**src/rtl/pwm_servo_ctrl.sv**
```systemverilog
// Two-channel servo/ESC command sequencer: clamps and slew-limits host pulse widths,
// runs ESC arming and a throttle watchdog, and updates actives on frame boundaries.
module pwm_servo_ctrl #(
  parameter int CNT_WIDTH  = 24,
  parameter int PERIOD     = 2000000,
  parameter int NEUTRAL    = 150000,
  parameter int MIN_W      = 100000,
  parameter int MAX_W      = 200000,
  parameter int STEP       = 1000,
  parameter int ARM_FRAMES = 50,
  parameter int WD_FRAMES  = 25
) (
  input  logic                 axi_clk,
  input  logic                 axi_rst,
  input  logic                 ctrl_en_i,
  input  logic                 cmd_valid_i,
  output logic                 cmd_ready_o,
  input  logic                 cmd_ch_i,
  input  logic [CNT_WIDTH-1:0] cmd_width_i,
  output logic                 pwm_enable_o,
  output logic [CNT_WIDTH-1:0] pwm_period_o,
  output logic [CNT_WIDTH-1:0] pwm_active_0_o,
  output logic [CNT_WIDTH-1:0] pwm_active_1_o,
  output logic                 frame_o,
  output logic [1:0]           state_o,
  output logic                 failsafe_o
);

  localparam int ARM_W = $clog2(ARM_FRAMES + 1);
  localparam int WD_W  = $clog2(WD_FRAMES + 1);
  localparam logic [CNT_WIDTH-1:0] PERIOD_C  = CNT_WIDTH'(PERIOD);
  localparam logic [CNT_WIDTH-1:0] NEUTRAL_C = CNT_WIDTH'(NEUTRAL);
  localparam logic [CNT_WIDTH-1:0] MIN_C     = CNT_WIDTH'(MIN_W);
  localparam logic [CNT_WIDTH-1:0] MAX_C     = CNT_WIDTH'(MAX_W);
  localparam logic [CNT_WIDTH:0]   STEP_C    = (CNT_WIDTH+1)'(STEP);

  typedef enum logic [1:0] {IDLE = 2'd0, ARM = 2'd1, RUN = 2'd2, FAILSAFE = 2'd3} state_t;

  state_t               state, state_nxt;
  logic [CNT_WIDTH-1:0] frame_cnt;
  logic [CNT_WIDTH-1:0] tgt0, tgt1;
  logic [ARM_W-1:0]     arm_cnt;
  logic [WD_W-1:0]      wd_cnt;
  logic                 accept, wd_expire, slew_en;

  function automatic logic [CNT_WIDTH-1:0] clamp(input logic [CNT_WIDTH-1:0] w);
    if (w < MIN_C)      return MIN_C;
    else if (w > MAX_C) return MAX_C;
    else                return w;
  endfunction

  // One-step move toward tgt; extra bit keeps cur+STEP and tgt+STEP from wrapping.
  function automatic logic [CNT_WIDTH-1:0] slew(input logic [CNT_WIDTH-1:0] cur,
                                                input logic [CNT_WIDTH-1:0] tgt);
    logic [CNT_WIDTH:0] up, tgt_up;
    up     = {1'b0, cur} + STEP_C;
    tgt_up = {1'b0, tgt} + STEP_C;
    if (cur < tgt) return (up < {1'b0, tgt}) ? up[CNT_WIDTH-1:0] : tgt;
    else           return (tgt_up < {1'b0, cur}) ? (cur - STEP_C[CNT_WIDTH-1:0]) : tgt;
  endfunction

  assign pwm_enable_o = (state != IDLE);
  assign pwm_period_o = PERIOD_C;
  assign state_o      = state;
  assign frame_o      = pwm_enable_o && (frame_cnt == PERIOD_C - 1'b1);
  assign accept       = cmd_valid_i && cmd_ready_o;
  assign slew_en      = frame_o && (state == RUN || state == FAILSAFE);
  assign wd_expire    = (state == RUN) && frame_o && !accept &&
                        (wd_cnt == WD_W'(WD_FRAMES - 1));

  always_comb begin
    state_nxt = state;
    case (state)
      IDLE:     if (ctrl_en_i) state_nxt = ARM;
      ARM:      if (frame_o && arm_cnt == ARM_W'(ARM_FRAMES - 1)) state_nxt = RUN;
      RUN:      if (wd_expire) state_nxt = FAILSAFE;
      FAILSAFE: if (accept) state_nxt = RUN;
      default:  state_nxt = IDLE;
    endcase
    if (!ctrl_en_i) state_nxt = IDLE;
  end

  always_ff @(posedge axi_clk) begin
    if (axi_rst) begin
      state          <= IDLE;
      cmd_ready_o    <= 1'b0;
      failsafe_o     <= 1'b0;
      frame_cnt      <= '0;
      arm_cnt        <= '0;
      wd_cnt         <= '0;
      tgt0           <= NEUTRAL_C;
      tgt1           <= NEUTRAL_C;
      pwm_active_0_o <= NEUTRAL_C;
      pwm_active_1_o <= NEUTRAL_C;
    end else begin
      state       <= state_nxt;
      cmd_ready_o <= (state_nxt == RUN) || (state_nxt == FAILSAFE);
      failsafe_o  <= (state_nxt == FAILSAFE);

      // Counter sits at 0 in its first enabled cycle to track the generator.
      if (!pwm_enable_o || state_nxt == IDLE) frame_cnt <= '0;
      else if (frame_o)                       frame_cnt <= '0;
      else                                    frame_cnt <= frame_cnt + 1'b1;

      if (state_nxt == IDLE) begin
        arm_cnt        <= '0;
        wd_cnt         <= '0;
        tgt0           <= NEUTRAL_C;
        tgt1           <= NEUTRAL_C;
        pwm_active_0_o <= NEUTRAL_C;
        pwm_active_1_o <= NEUTRAL_C;
      end else begin
        if (state == ARM && frame_o) arm_cnt <= arm_cnt + 1'b1;

        if (accept)                     wd_cnt <= '0;
        else if (state == RUN && frame_o) wd_cnt <= wd_cnt + 1'b1;

        if (wd_expire) begin
          tgt0 <= NEUTRAL_C;
          tgt1 <= NEUTRAL_C;
        end else if (accept) begin
          if (cmd_ch_i) tgt1 <= clamp(cmd_width_i);
          else          tgt0 <= clamp(cmd_width_i);
        end

        // Throttle snaps to neutral on expiry; steering keeps slewing.
        if (slew_en) begin
          if (wd_expire) begin
            pwm_active_0_o <= slew(pwm_active_0_o, NEUTRAL_C);
            pwm_active_1_o <= NEUTRAL_C;
          end else begin
            pwm_active_0_o <= slew(pwm_active_0_o, tgt0);
            pwm_active_1_o <= slew(pwm_active_1_o, tgt1);
          end
        end
      end
    end
  end

endmodule

```
**config.mk**
```make
export PLATFORM = sky130hd
export DESIGN_NAME = pwm_servo_ctrl
export DESIGN_NICKNAME = d
export VERILOG_FILES = /design/src/rtl/pwm_servo_ctrl.sv
export SDC_FILE = /design/constraint.sdc
export NUM_CORES = 1
export LEC_CHECK = 0
export ABC_CLOCK_PERIOD_IN_PS = 3700
export CORE_ASPECT_RATIO = 1.4
export CORE_MARGIN = 8
export CORE_UTILIZATION = 54
export CTS_CLUSTER_SIZE = 28
export DETAILED_ROUTE_END_ITERATION = 6
export HOLD_SLACK_MARGIN = 0.08
export PLACE_DENSITY = 0.81
export SETUP_SLACK_MARGIN = 0.4
export SYNTH_ARGS = -nofsm -noshare
export SYNTH_HDL_FRONTEND = slang
export SYNTH_SLANG_ARGS = --single-unit
```
**constraint.sdc**
```tcl
create_clock -name axi_clk -period 3.7 [get_ports axi_clk]
set_input_delay 1.11 -clock axi_clk [delete_from_list [all_inputs] [get_ports axi_clk]]
set_output_delay 1.11 -clock axi_clk [all_outputs]
set_load 0.05 [all_outputs]
```
==> results of run 1 <==
final timing paths:
| kind | from | end | slack (ns) | depth (start not counted) |
|---|---|---|---|---|
| max | pwm_active_0_o[13]$_SDFFE_PP0P_ | pwm_active_0_o[17]$_SDFFE_PP1P_ | -0.20 | 20 |
| min | frame_cnt[0]$_SDFF_PP0_ | frame_cnt[0]$_SDFF_PP0_ | 0.48 | 1 |
| max reg2reg | pwm_active_0_o[13]$_SDFFE_PP0P_ | pwm_active_0_o[17]$_SDFFE_PP1P_ | -0.20 | 20 |
| min reg2reg | frame_cnt[0]$_SDFF_PP0_ | frame_cnt[0]$_SDFF_PP0_ | 0.48 | 1 |
what timing repair did:
item,CTS,global route
cloned,2,0
pin swaps,84,85
resized for setup,179,113
buffers inserted,30,21
setup endpoints to repair,49,55
synthesized netlist by cell type (5+ instances only):
library cell                number
sky130_fd_sc_hd__nor2b_1         6
sky130_fd_sc_hd__ha_1          142
sky130_fd_sc_hd__nor4_1         15
sky130_fd_sc_hd__a211oi_1       11
sky130_fd_sc_hd__and3_1         18
sky130_fd_sc_hd__a311oi_1        5
sky130_fd_sc_hd__o31ai_1        21
sky130_fd_sc_hd__dfxtp_1       135
sky130_fd_sc_hd__or3_1          16
sky130_fd_sc_hd__a211o_1         5
sky130_fd_sc_hd__nand3_1        64
sky130_fd_sc_hd__and2_1          7
sky130_fd_sc_hd__a32oi_1         6
sky130_fd_sc_hd__a22oi_1        19
sky130_fd_sc_hd__a21oi_1        92
sky130_fd_sc_hd__clkbuf_1       54
sky130_fd_sc_hd__o22ai_1        11
sky130_fd_sc_hd__o211ai_1       24
sky130_fd_sc_hd__a32o_1          5
sky130_fd_sc_hd__nor2_1        139
sky130_fd_sc_hd__nand4_1        34
sky130_fd_sc_hd__xor2_1         21
sky130_fd_sc_hd__a221oi_1       15
sky130_fd_sc_hd__a21o_1         12
sky130_fd_sc_hd__o21a_1         12
sky130_fd_sc_hd__nand2b_1        8
sky130_fd_sc_hd__buf_4          25
sky130_fd_sc_hd__a221o_1        10
sky130_fd_sc_hd__o2111ai_1       5
sky130_fd_sc_hd__a2111oi_0       5
sky130_fd_sc_hd__nand2_1       105
sky130_fd_sc_hd__or2_2           8
sky130_fd_sc_hd__o21ai_0        72
sky130_fd_sc_hd__buf_2           9
sky130_fd_sc_hd__or4_1           9
sky130_fd_sc_hd__o221ai_1       17
sky130_fd_sc_hd__xnor2_1       109
sky130_fd_sc_hd__a31oi_1        17
sky130_fd_sc_hd__and4_1         10
sky130_fd_sc_hd__inv_1         113
sky130_fd_sc_hd__nor3_1         69
layout make-up:
cell class | count | area, um^2
sequential | 135 | 2785
clock inverter | 15 | 173.9
clock buffer | 17 | 425.4
fill | 1572 | 5025
multi-input combinational | 1239 | 9793
inverter | 114 | 427.9
timing repair buffer | 335 | 2939
tap | 297 | 371.6
worst max-delay path, cell delays in order, from the launching register on:
cell	delay [ns]
sky130_fd_sc_hd__dfxtp_4	0.35
sky130_fd_sc_hd__nand4_1	0.14
sky130_fd_sc_hd__buf_6	0.16
sky130_fd_sc_hd__buf_4	0.13
sky130_fd_sc_hd__nor3_4	0.17
sky130_fd_sc_hd__and3_4	0.26
sky130_fd_sc_hd__nand3_4	0.08
sky130_fd_sc_hd__xnor2_2	0.16
sky130_fd_sc_hd__ha_1	0.32
sky130_fd_sc_hd__nand4_1	0.22
sky130_fd_sc_hd__nor2_4	0.15
sky130_fd_sc_hd__o2111ai_2	0.13
sky130_fd_sc_hd__nor4bb_2	0.32
sky130_fd_sc_hd__buf_4	0.18
sky130_fd_sc_hd__nor3_4	0.05
sky130_fd_sc_hd__a22oi_2	0.24
sky130_fd_sc_hd__buf_6	0.15
sky130_fd_sc_hd__buf_6	0.10
sky130_fd_sc_hd__buf_6	0.09
sky130_fd_sc_hd__nand2_2	0.07
sky130_fd_sc_hd__a31oi_4	0.31
sequential cells by signal, indices dropped and copies added, names as in the netlist:
register and count:
arm_cnt 6, cmd_ready_o 1, failsafe_o 1, frame_cnt 24, pwm_active_0_o 24, pwm_active_1_o 24
state_o 2, tgt0 24, tgt1 24, wd_cnt 5
layout by cell type, fill, tap and decap left out, drive strengths merged, types with 21 or more instances in the layout:
cell             n
nor2           139
inv            122
nor3            71
clkdlybuf4s50   81
conb            24
nand3           64
ha             142
xnor2          110
buf            254
xor2            21
nand4           34
dfxtp          135
a21oi           92
o21ai           74
o211ai          25
o31ai           21
nand2          106
power groups by stage:
stage | Combinational, mW | Clock, mW | Sequential [mW]
floorplan | 0.105 | 0 | 1.48
finish | 0.163 | 1.75 | 1.44
detailed placement | 0.154 | 0 | 1.48
global placement | 0.154 | 0 | 1.48
global route | 0.168 | 1.81 | 1.44
CTS | 0.155 | 1.76 | 1.44
layer usage:
layer  GRT usage [%]  routed length (um)
met3           6.066                3871
met4           30.87                4808
met5               0                   0
met2           64.75               25690
met1           36.62               17950
logic make-up (layout without fill, tap and decap cells):
group / count (synthesis) / in the layout / synth area share (%)
XOR/XNOR: 131 / 131 / 9.566
AND/OR/NAND/NOR: 532 / 532 / 22.07
buffers and inverters: 208 / 481 / 7.410
AO/OA/AOI/OAI: 407 / 407 / 23.54
adder cells (fa/ha/maj): 142 / 142 / 14.72
flip-flops: 135 / 135 / 22.39
multiplexers: 3 / 3 / 0.2487
other: 2 / 24 / 0.06221
==> insert_results.sql, run 1 <==
INSERT INTO impl_metrics (metric_group, metric, value, unit) VALUES
('status', 'outcome', 'complete, but fails checks', ''),
('status', 'violations', 'negative setup slack', ''),
('cells_and_area', 'final_cell_area', '16920', 'um^2'),
('yosys', 'count_of_mapped_cells_out_of_synthesis', '1560', ''),
('yosys', 'yosysWarnings', '0', ''),
('critical_path', 'arrival', '4.21', 'ns'),
('cells_and_area', 'drive_gt1_share', '29.16', '%'),
('clock_network', 'cts-htree-levels', '4', ''),
('cells_and_area', 'stdcell_count', '2152', ''),
('detailed_routing', 'drtAntennaViolNets', '0', ''),
('power', 'leakage', '6.843', 'nW'),
('flow_run', 'maxCapViolations', '0', ''),
('power', 'power.net_switching', '0.9590', 'mW'),
('yosys', 'synthDominantCellAreaShare', '22.39', '%'),
('detailed_routing', 'avgViaCountPerCell', '6.635', ''),
('yosys', 'synth-seq-cells', '135', ''),
('placement', 'post_detailed_placement_cell_area', '14620', 'um^2'),
('yosys', 'synth_top_cells_by_area', 'sky130_fd_sc_hd__dfxtp_1 22%, sky130_fd_sc_hd__ha_1 15%, sky130_fd_sc_hd__xnor2_1 7.9%', ''),
('cells_and_area', 'final_nets', '2013', ''),
('sta', 'finalWorstPathRequiredPeriod', '3.901', 'ns'),
('sta', 'worstMarginPinSlew', '0.9530', 'ns'),
('sta', 'timing.max_slew.rel_slack', '36.03', '%'),
('sta', 'rsz_0062_raised_after_global_routing', 'true', ''),
('power', 'p_seq_share', '43.0', '%'),
('floorplanning', 'dieHeight', '192.9', 'um'),
('placement', 'dp_hpwl', '37420', 'um'),
('min_path', 'hold_path_class', 'flop to flop', ''),
('floorplanning', 'ios', '107', ''),
('placement', 'gp_routability_congestion', '1.041', ''),
('clock_network', 'cts.clk_slew.worst_paths', '0.08', 'ns'),
('floorplanning', 'die-area', '27470', 'um^2'),
('grt', 'grt_start_max_net_pins', '26', ''),
('yosys', 'synth_ff_type', 'sky130_fd_sc_hd__dfxtp_1', ''),
('detailed_routing', 'count_of_unresolved_drc_violations_after_routing', '0', ''),
('floorplanning', 'die_width', '142.4', 'um'),
('yosys', 'count_of_flip_flops_with_a_built_in_enable_after_synthesis', '0', ''),
('grt', 'global_route_wire_length_before_repair', '76700', 'um'),
('power', 'power.share.switching', '28.56', '%'),
('cells_and_area', 'flow.area_growth_from_synthesis', '40.12', '%'),
('detailed_routing', 'route.final.wire_length', '52320', 'um'),
('yosys', 'netlist.top_cell.by_area', 'sky130_fd_sc_hd__dfxtp_1', ''),
('sta', 'final.setup.tns', '-3.104', 'ns'),
('clock_network', 'cts.hold.buffers_added', '0', ''),
('clock_network', 'clockBufferDepth', '2', ''),
('sta', 'final_hold_viol_count', '0', ''),
('detailed_routing', 'detail_route.wl_per_cell', '24.31', 'um'),
('critical_path', 'critPathCaptureType', 'flop', ''),
('detailed_routing', 'number_of_drc_markers_after_the_initial_detailed_route_iteration', '1220', ''),
('floorplanning', 'core_area', '21940', 'um^2'),
('yosys', 'async_reset_ff_share', '0', '%'),
('sta', 'finalSetupViolations', '36', ''),
('clock_network', 'worstSkewPairLatency', '0.44', 'ns'),
('power', 'comb_power_share', '4.9', '%'),
('yosys', 'netlist-cell-type-count', '83', ''),
('critical_path', 'critPathRequiredTime', '4.01', 'ns'),
('clock_network', 'number_of_buffers_added_by_the_clock_tree_synthesis_step', '17', ''),
('sta', 'holdWs', '0.4835', 'ns'),
('yosys', 'synth-seq-area-share', '22.39', '%'),
('yosys', 'netlist_area', '12070', 'um^2'),
('floorplanning', 'num_rows', '64', ''),
('sta', 'worst_setup_skew_after_layout', '0.01576', 'ns'),
('sta', 'timing.final.max_slew_violations', '0', ''),
('power', 'clk_pwr_share', '52.1', '%'),
('power', 'power.density', '198.5', 'nW/um^2'),
('sta', 'final_setup_margin', '-0.2015', 'ns'),
('floorplanning', 'starting_density', '55.02', '%'),
('placement', 'detailedPlace.worstSlack', '-0.1800', 'ns'),
('clock_network', 'cts_tree', 'yes', ''),
('grt', 'overflow', '0', ''),
('placement', 'place.port_buffers', '82', ''),
('power', 'internal_power', '2.399', 'mW');
(Power assumes the default switching activity.)
==> run 2: changes to the inputs <==
- GPL_TIMING_DRIVEN: not set -> 0
==> run 2 against run 1 <==
The run ends with design-rule violations, negative setup slack left. Non-clock buffer count is 17 lower. Cell count is 0.74% lower. Clock-buffer cell count stayed put. Via count is 3.4% higher. Design area is 0.41% higher. Worst hold slack worse by 0.0051 ns. Register-to-register slack worse by 0.43 ns. Clock power is 6% higher. Largest cell class unchanged. Largest power group unchanged.
==> insert_results.sql, run 2 (synthesis results as in run 1) <==
INSERT INTO impl_metrics (metric_group, metric, value, unit) VALUES
('clock_network', 'clockBufferDepth', '2', ''),
('floorplanning', 'num_rows', '64', ''),
('sta', 'final.setup.tns', '-18.42', 'ns'),
('min_path', 'hold_path_depth', '1', ''),
('power', 'comb_power_share', '5.3', '%'),
('detailed_routing', 'drtAntennaViolNets', '0', ''),
('sta', 'worst_setup_skew_after_layout', '0.01353', 'ns'),
('critical_path', 'slowest_stage', 'sky130_fd_sc_hd__nor4_2', ''),
('detailed_routing', 'detail_route.wl_per_cell', '27.59', 'um'),
('sta', 'timing.final.max_slew_violations', '0', ''),
('floorplanning', 'core_area', '21940', 'um^2'),
('clock_network', 'cts.hold.buffers_added', '0', ''),
('cells_and_area', 'highest_count_cells_in_the_layout_ignoring_fill_and_taps', '137 x sky130_fd_sc_hd__ha_1, 133 x sky130_fd_sc_hd__buf_4, 119 x sky130_fd_sc_hd__nor2_1, 102 x sky130_fd_sc_hd__inv_1, 96 x sky130_fd_sc_hd__xnor2_1', ''),
('detailed_routing', 'avgViaCountPerCell', '6.915', ''),
('sta', 'timing.final.crit_share', '117.1', '%'),
('critical_path', 'reg2reg_slack', '-0.63', 'ns'),
('cells_and_area', 'stdcell_count', '2136', ''),
('sta', 'rsz_0062_raised_after_global_routing', 'true', ''),
('grt', 'overflow', '0', ''),
('clock_network', 'cts_tree', 'yes', ''),
('placement', 'dpl.cell_count', '1961', ''),
('sta', 'final_hold_viol_count', '0', ''),
('min_path', 'worst_hold_startpoint', 'frame_cnt[0]$_SDFF_PP0_', ''),
('sta', 'finalSetupViolations', '48', ''),
('detailed_routing', 'route.final.wire_length', '58930', 'um'),
('critical_path', 'worst-setup-path-type', 'flop to flop', ''),
('status', 'violations', 'design-rule violations, negative setup slack', ''),
('cells_and_area', 'final_nets', '1996', ''),
('critical_path', 'startpoint', 'tgt1[5]$_SDFFE_PP1P_', ''),
('critical_path', 'critPathCaptureType', 'flop', ''),
('sta', 'final_setup_margin', '-0.6336', 'ns'),
('clock_network', 'cts_num_sinks', '135', ''),
('cells_and_area', 'layout.core_utilization', '77.41', '%'),
('critical_path', 'critical_path.startpoint_type', 'flop', ''),
('critical_path', 'critPathRequiredTime', '3.99', 'ns'),
('status', 'outcome', 'complete, but fails checks', ''),
('clock_network', 'cts.clk_slew.worst_paths', '0.07', 'ns'),
('floorplanning', 'starting_density', '55.02', '%'),
('critical_path', 'worst-r2r-cell-count', '16', ''),
('detailed_routing', 'detail_route.first_pass.iterations', '7', ''),
('cells_and_area', 'final_common_cell', 'sky130_fd_sc_hd__ha_1', ''),
('min_path', 'hold_path_class', 'flop to flop', ''),
('power', 'clk_pwr_share', '53.4', '%'),
('detailed_routing', 'vias', '14770', ''),
('critical_path', 'r2r-start', 'tgt1[5]$_SDFFE_PP1P_', ''),
('critical_path', 'arrival', '4.62', 'ns'),
('detailed_routing', 'number_of_drc_markers_after_the_initial_detailed_route_iteration', '1684', ''),
('sta', 'worstMarginPinSlew', '1.148', 'ns'),
('power', 'p_seq_share', '41.4', '%'),
('critical_path', 'timing.rr.end', 'pwm_active_1_o[18]$_SDFFE_PP0P_', ''),
('sta', 'fmaxAchievable', '230.8', 'MHz'),
('critical_path', 'path_cells', 'buf_4 > nor4_2 > and2_1 > nor2_1 > xnor2_1 > ha_1 > nand2_1 > nor3_4 > nand2_2 > o21ai_4 > o21a_2 > mux2i_4 > buf_4 > clkbuf_16 > nor2_1 > o22ai_1', ''),
('critical_path', 'stage_delay_of_the_slowest_cell_on_the_critical_path', '0.53', 'ns'),
('placement', 'place.port_buffers', '82', ''),
('flow_run', 'maxCapViolations', '0', ''),
('floorplanning', 'dieHeight', '192.9', 'um'),
('power', 'ir_drop', '0.3167', 'mV'),
('detailed_routing', 'count_of_unresolved_drc_violations_after_routing', '3', ''),
('floorplanning', 'die-area', '27470', 'um^2'),
('clock_network', 'cts-htree-levels', '4', ''),
('placement', 'detailedPlace.worstSlack', '-1.486', 'ns'),
('sta', 'finalWorstPathRequiredPeriod', '4.334', 'ns'),
('power', 'power.share.switching', '28.75', '%'),
('cells_and_area', 'filler_cell_count', '1476', ''),
('power', 'power.net_switching', '0.9989', 'mW'),
('cells_and_area', 'flow.area_growth_from_synthesis', '40.69', '%'),
('critical_path', 'critPathMaxFanout', '5', ''),
('clock_network', 'number_of_buffers_added_by_the_clock_tree_synthesis_step', '17', ''),
('clock_network', 'worstSkewPairLatency', '0.45', 'ns'),
('placement', 'dp_hpwl', '37110', 'um'),
('clock_network', 'clock_tree.root_cell', 'sky130_fd_sc_hd__clkbuf_16', ''),
('power', 'leakage', '6.730', 'nW'),
('placement', 'gp_routability_congestion', '1.003', ''),
('grt', 'global_route_wire_length_before_repair', '82640', 'um'),
('grt', 'first_global_vias', '14310', ''),
('floorplanning', 'die_width', '142.4', 'um'),
('grt', 'grt_antenna_before_repair', '3', ''),
('sta', 'timing.max_slew.rel_slack', '22.88', '%'),
('cells_and_area', 'drive_gt1_share', '27.75', '%'),
('min_path', 'worst_hold_endpoint', 'frame_cnt[0]$_SDFF_PP0_', ''),
('grt', 'grt_start_max_net_pins', '18', ''),
('power', 'internal_power', '2.476', 'mW'),
('power', 'power.density', '204.6', 'nW/um^2'),
('floorplanning', 'ios', '107', ''),
('grt', 'grt_util_all_layers', '39.81', '%'),
('sta', 'holdWs', '0.4784', 'ns');
## run 2: repair_timing
item	in CTS	in global routing
setup endpoints to repair	97	93
resized for setup	249	132
pin swaps	95	82
gates cloned	4	0
buffers inserted	91	47
## run 2: routing by layer
layer	part of all wire, %	routed length [um]	vias to the layer above	global-route usage (%)
li1	-	-	6253	-
met1	33	19340	6870	40.11
met2	46	27230	1175	68.83
met3	11	6231	465	9.953
met4	10	6049	8	32.92
met5	0.13	75	-	0
## run 2: power by group through the flow
stage / registers (mW) / logic [mW] / clock network [mW]
detailed placement: 1.48 / 0.167 / 0
finish: 1.44 / 0.183 / 1.85
floorplan: 1.48 / 0.105 / 0
global placement: 1.48 / 0.167 / 0
global route: 1.44 / 0.188 / 1.89
CTS: 1.44 / 0.171 / 1.83
## run 2: final cells by class
| class | count | area [um^2] | share of cell area (%) |
|---|---|---|---|
| clock inverters | 15 | 193.9 | 1.142 |
| diodes | 1 | 2.502 | 0.01473 |
| well taps | 297 | 371.6 | 2.188 |
| repair buffers | 224 | 2118 | 12.47 |
| multi-input cells | 1239 | 9917 | 58.39 |
| inverters | 114 | 441.7 | 2.600 |
| plain buffers | 94 | 703.2 | 4.140 |
| flip-flops and latches | 135 | 2811 | 16.55 |
| clock buffers | 17 | 425.4 | 2.505 |
## run 2: worst max path at each step
stage	endpoint	slack [ns]	cells after the start
floorplan	pwm_active_0_o[10]$_SDFFE_PP0P_	0.13	17
detailed placement	pwm_active_1_o[20]$_SDFFE_PP0P_	-1.49	15
global placement	pwm_active_1_o[8]$_SDFFE_PP1P_	-1.41	16
finish	pwm_active_1_o[18]$_SDFFE_PP0P_	-0.63	16
global route	pwm_active_1_o[18]$_SDFFE_PP0P_	-1.12	17
CTS	pwm_active_0_o[22]$_SDFFE_PP0P_	-0.14	18
## run 2: through the flow
stage          total power, mW  instance area, um^2
2_1_floorplan            1.588                12400
3_5_place_dp             1.649                13590
5_1_grt                  3.517                16980
6_report                 3.475                16990
3_3_place_gp             1.648                13590
4_1_cts                  3.442                16070
## run 2: critical path, delay by kind of cell (launching register included)
| kind | cells | cell delay, ns |
|---|---|---|
| compound gates | 3 | 0.79 |
| xor+xnor | 1 | 0.17 |
| fa+ha+maj | 1 | 0.33 |
| buf+inv | 3 | 0.52 |
| flops | 1 | 0.36 |
| mux | 1 | 0.09 |
| simple gates | 7 | 1.88 |
